$ cat src/rtl/shift_arb.sv
// Two-requester round-robin arbiter in front of one shared 32-bit shifter.
// The winning operation is shifted and registered; out_valid/out_ready drain it.
module shift_arb #(
  parameter logic RR_INIT = 1'b0
) (
  input  logic        clk,
  input  logic        rst,
  input  logic        req0_valid,
  input  logic [31:0] req0_d,
  input  logic [4:0]  req0_sa,
  input  logic        req0_right,
  input  logic        req0_arith,
  output logic        req0_ready,
  input  logic        req1_valid,
  input  logic [31:0] req1_d,
  input  logic [4:0]  req1_sa,
  input  logic        req1_right,
  input  logic        req1_arith,
  output logic        req1_ready,
  output logic        out_valid,
  output logic [31:0] out_sh,
  output logic        out_id,
  input  logic        out_ready,
  output logic        busy
);

  typedef enum logic [0:0] {EMPTY = 1'b0, FULL = 1'b1} state_t;

  state_t      state_r;
  state_t      state_nxt_s;
  logic        ptr_r;
  logic        can_accept_s;
  logic        gnt0_s;
  logic        gnt1_s;
  logic [31:0] op_d_s;
  logic [4:0]  op_sa_s;
  logic        op_right_s;
  logic        op_arith_s;
  logic [31:0] sh_s;
  logic [31:0] out_sh_r;
  logic        out_id_r;

  // arith only matters for right shifts; left shifts fall through to default
  function automatic logic [31:0] shift_fn(input logic [31:0] d, input logic [4:0] sa,
                                           input logic right, input logic arith);
    logic [31:0] res;
    case ({right, arith})
      2'b10:   res = d >> sa;
      2'b11:   res = 32'($signed(d) >>> sa);
      default: res = d << sa;
    endcase
    return res;
  endfunction

  // state register
  always_ff @(posedge clk or posedge rst) begin
    if (rst) begin
      state_r <= EMPTY;
    end else begin
      state_r <= state_nxt_s;
    end
  end

  // next-state: any grant refills, an unrefilled drain empties
  always_comb begin
    state_nxt_s = state_r;
    if (gnt0_s || gnt1_s) begin
      state_nxt_s = FULL;
    end else if ((state_r == FULL) && out_ready) begin
      state_nxt_s = EMPTY;
    end else begin
      state_nxt_s = state_r;
    end
  end

  // grant/ready outputs; rst gates readies so nothing is accepted during reset
  always_comb begin
    can_accept_s = !rst && ((state_r == EMPTY) || out_ready);
    gnt0_s       = 1'b0;
    gnt1_s       = 1'b0;
    if (can_accept_s) begin
      gnt0_s = req0_valid && (!req1_valid || (ptr_r == 1'b0));
      gnt1_s = req1_valid && (!req0_valid || (ptr_r == 1'b1));
    end else begin
      gnt0_s = 1'b0;
      gnt1_s = 1'b0;
    end
    req0_ready = gnt0_s;
    req1_ready = gnt1_s;
  end

  // operand mux feeding the single shifter
  always_comb begin
    if (gnt1_s) begin
      op_d_s     = req1_d;
      op_sa_s    = req1_sa;
      op_right_s = req1_right;
      op_arith_s = req1_arith;
    end else begin
      op_d_s     = req0_d;
      op_sa_s    = req0_sa;
      op_right_s = req0_right;
      op_arith_s = req0_arith;
    end
    sh_s = shift_fn(op_d_s, op_sa_s, op_right_s, op_arith_s);
  end

  // result register and round-robin pointer (points at the loser after each grant)
  always_ff @(posedge clk or posedge rst) begin
    if (rst) begin
      out_sh_r <= 32'h0000_0000;
      out_id_r <= 1'b0;
      ptr_r    <= RR_INIT;
    end else if (gnt0_s || gnt1_s) begin
      out_sh_r <= sh_s;
      out_id_r <= gnt1_s;
      ptr_r    <= gnt0_s;
    end else begin
      out_sh_r <= out_sh_r;
      out_id_r <= out_id_r;
      ptr_r    <= ptr_r;
    end
  end

  assign out_valid = (state_r == FULL);
  assign busy      = (state_r == FULL);
  assign out_sh    = out_sh_r;
  assign out_id    = out_id_r;

endmodule

$ cat config.mk
export PLATFORM = sky130hd
export DESIGN_NAME = shift_arb
export DESIGN_NICKNAME = d
export VERILOG_FILES = /design/src/rtl/shift_arb.sv
export SDC_FILE = /design/constraint.sdc
export NUM_CORES = 1
export LEC_CHECK = 0
export CAP_MARGIN = 0
export CORE_MARGIN = 1.5
export CORE_UTILIZATION = 58
export CTS_CLUSTER_DIAMETER = 150
export DETAILED_ROUTE_END_ITERATION = 8
export PLACE_DENSITY = 0.84
export REMOVE_ABC_BUFFERS = 1
export SKIP_LAST_GASP = 1
export SLEW_MARGIN = 30
export SYNTH_ARGS = -nofsm -noshare
export SYNTH_HDL_FRONTEND = slang
export SYNTH_SLANG_ARGS = --single-unit
$ cat constraint.sdc
create_clock -name clk -period 3.9 [get_ports clk]
set_clock_uncertainty 0.15 [all_clocks]
set_input_delay 0.585 -clock clk [delete_from_list [all_inputs] [get_ports clk]]
set_output_delay 0.585 -clock clk [all_outputs]
set_load 0.1 [all_outputs]
==> metrics.txt <==
run status finished, final reports clean; Post-Syn Instances 982; HPWL reported at the end of detailed placement between 20000 and 30000 um; flop-to-flop setup slack ~0.5 ns; worst hold endpoint out_sh[11]; GRT Total Usage 47.1%; Post-synth top flop dfrtp_1; count of flip-flops with a built-in enable after synthesis 0; post-cts gate resize count 0; commonest non-fill, non-tap cells in the layout mux2i_1, clkdlybuf4s50_1, nor2_1; dominant cell type by area after synthesis mux4_2; number of standard-cell rows in the floorplan 44; worst endpoint required time 3.92 ns; clock period minus final worst setup slack 3.80 ns; Post-Synthesis Cell Area 8550 sq um; Max Buffers Root-to-Sink 2; routed via count divided by cell count 7.73; placed instance count 1278; H-tree lvl count 2; leakage component of the power 4.22 nW; Setup Buffers After CTS 0; crit end category flop; count of different cell masters after synthesis 70; global-route wire length before repair 57100 um; unrepaired setup endpoints after global routing no; Final period util 97.5%; synthesis-stage register bit count 35; routability-driven placement congestion ratio 1.09; top cells by area, synth mux4_2, mux2i_1, dfrtp_1; ratio of total power to cell area approximately 330 nW/um^2; leading cell type in the layout, fill and taps excluded mux2i_1; via count of the first global-routing pass 9377; Layout Cells excl Fill 1287; DIE AREA 15500 sq um; mean post-synth cell area 8.71 sq um; CTS tree built; number of vias in the routed layout 9946; count of synthesis-stage warnings from yosys 0; transition time at the pin with the least slew margin just over 1 ns; VDD IR-drop max around 0.24 mV; root buffer selected by CTS clkbuf_16; remaining antenna violation count after routing 0; final number of setup-violating endpoints 0; Setup Crit Path Kind in -> reg; layout cell share with drive strength beyond 1 23.8%; Floorplan Core Area ~14000 sq um; final WL 37000 um; final setup TNS 0 ns; Port-buffer cells 119; source of the worst hold timing path out_sh[11]; horizontal extent of the die ~120 um; pin count of the biggest net entering global routing 58; remaining global-route overflow 0; Crit Path Max Fanout 37; clock sink count 35; initial antenna violation count 1; Fin. Hold Viols 0; drc violations 0; Peak Freq 0.263 GHz; length in cells of the worst reg-to-reg path 9; portion of the post-synthesis area used by sequential elements 10.2%; filler cell count in the final layout 1148; capture point of the worst reg-to-reg path out_sh[15]; number of maximum-capacitance violations 0; post-DR wirelength/cell between 20 and 30 um; startpoint type of the worst setup path input port; Synth top area share 19.8%; worst hold-check path type reg -> reg; clk slew on worst S/H paths 0.06 ns; CTS buffer count 5; Post-CTS Hold Fix Bufs 0; die boundary height ~120 um; worst slew slack as a fraction of its limit a little under a third; latest clock arrival within the worst-skew pair 0.28 ns; number of nets at the end of the flow 1184; area growth from synthesis to layout 22.6%; count of cells along the worst hold path 2; 1st-pass router iterations 8; asr flop ratio synth 100%; ports placed on the boundary 120; starting utilization of the core area 59.1%; count of final max-slew check failures 0; detailed router's first-iteration violation count around 1800; r2r startpoint busy; Crit path arrival time 3.82 ns
-- flip-flops by register name, indices dropped and copies added, names as in the netlist --
signal	count
ptr_r	1
out_sh	32
out_id	1
busy	1
-- layout make-up --
cell class / instances / area (sq um) / area share [%]
sequential: 35 / 876 / 8.35
timing repair buffer: 211 / 2020 / 19.3
clock inverter: 2 / 35.0 / 0.334
tap: 184 / 230 / 2.20
clock buffer: 6 / 139 / 1.32
multi-input combinational: 837 / 7140 / 68.0
inverter: 11 / 43.8 / 0.418
antenna: 1 / 2.50 / 0.0239
-- how the worst max path moves through the flow --
stage	start	to	slack [ns]	cells after the start
after floorplan	busy	out_sh[24]	-2.33	8
after global placement	req1_valid	out_sh[15]	-0.11	10
after detailed placement	req1_valid	out_sh[15]	-0.08	10
after CTS	req1_valid	out_sh[15]	0.22	10
after global routing	req1_valid	out_sh[12]	0.06	9
final	req1_valid	out_sh[15]	0.1	10
-- where the power goes --
group / switching (W) / total (W) / internal, W
logic: 0.00166 / 0.00250 / 0.000844
registers: 0.0000623 / 0.000512 / 0.000450
clock network: 0.000174 / 0.000493 / 0.000318
total: 0.00189 / 0.00351 / 0.00161
-- worst max-delay path, stage by stage --
cell,delay (ns)
clkdlybuf4s50_1,0.55
inv_2,0.07
or4_4,0.68
inv_4,0.16
buf_12,0.23
mux2i_1,0.56
mux2i_1,0.30
mux2_2,0.37
a32oi_1,0.19
o21ai_1,0.08
-- per-stage QoR --
step	worst slack (ns)	total power [W]	utilization, %	area [sq um]	hold slack (ns)
2_1_floorplan	-2.33	0.00201	-	8040	0.315
3_5_place_dp	-0.0774	0.00294	71.2	10300	0.336
5_1_grt	0.0572	0.00360	72.4	10500	0.372
4_1_cts	0.223	0.00343	72.4	10500	0.351
3_3_place_gp	-0.107	0.00292	71.2	10300	0.326
6_report	0.0988	0.00351	72.4	10500	0.346
-- Yosys cell counts (19+ instances only) --
| cell | n |
|---|---|
| mux2i_1 | 163 |
| nor2_1 | 99 |
| nand2_1 | 76 |
| mux4_2 | 75 |
| mux2_2 | 61 |
| o21ai_0 | 53 |
| buf_2 | 43 |
| a21oi_1 | 38 |
| dfrtp_1 | 35 |
| clkbuf_1 | 30 |
| nand3_1 | 26 |
| o211ai_1 | 25 |
| nor3_1 | 23 |
| a31oi_1 | 19 |
-- cell families after synthesis --
logic type	Yosys count	share of synthesized area [%]
AO/OA/AOI/OAI	259	21.0
multiplexers	304	47.8
flip-flops	35	10.2
AND/OR/NAND/NOR	274	14.5
buffers and inverters	110	6.50
-- routing by layer --
layer	track usage (%)	share of wire (%)	vias up
met1	63.8	37	4646
met3	13.1	15	188
met4	21.0	5.9	0
met5	0	0	-
met2	70.2	42	983
li1	-	-	4129
No activity file was read; power rests on OpenSTA's default activity.
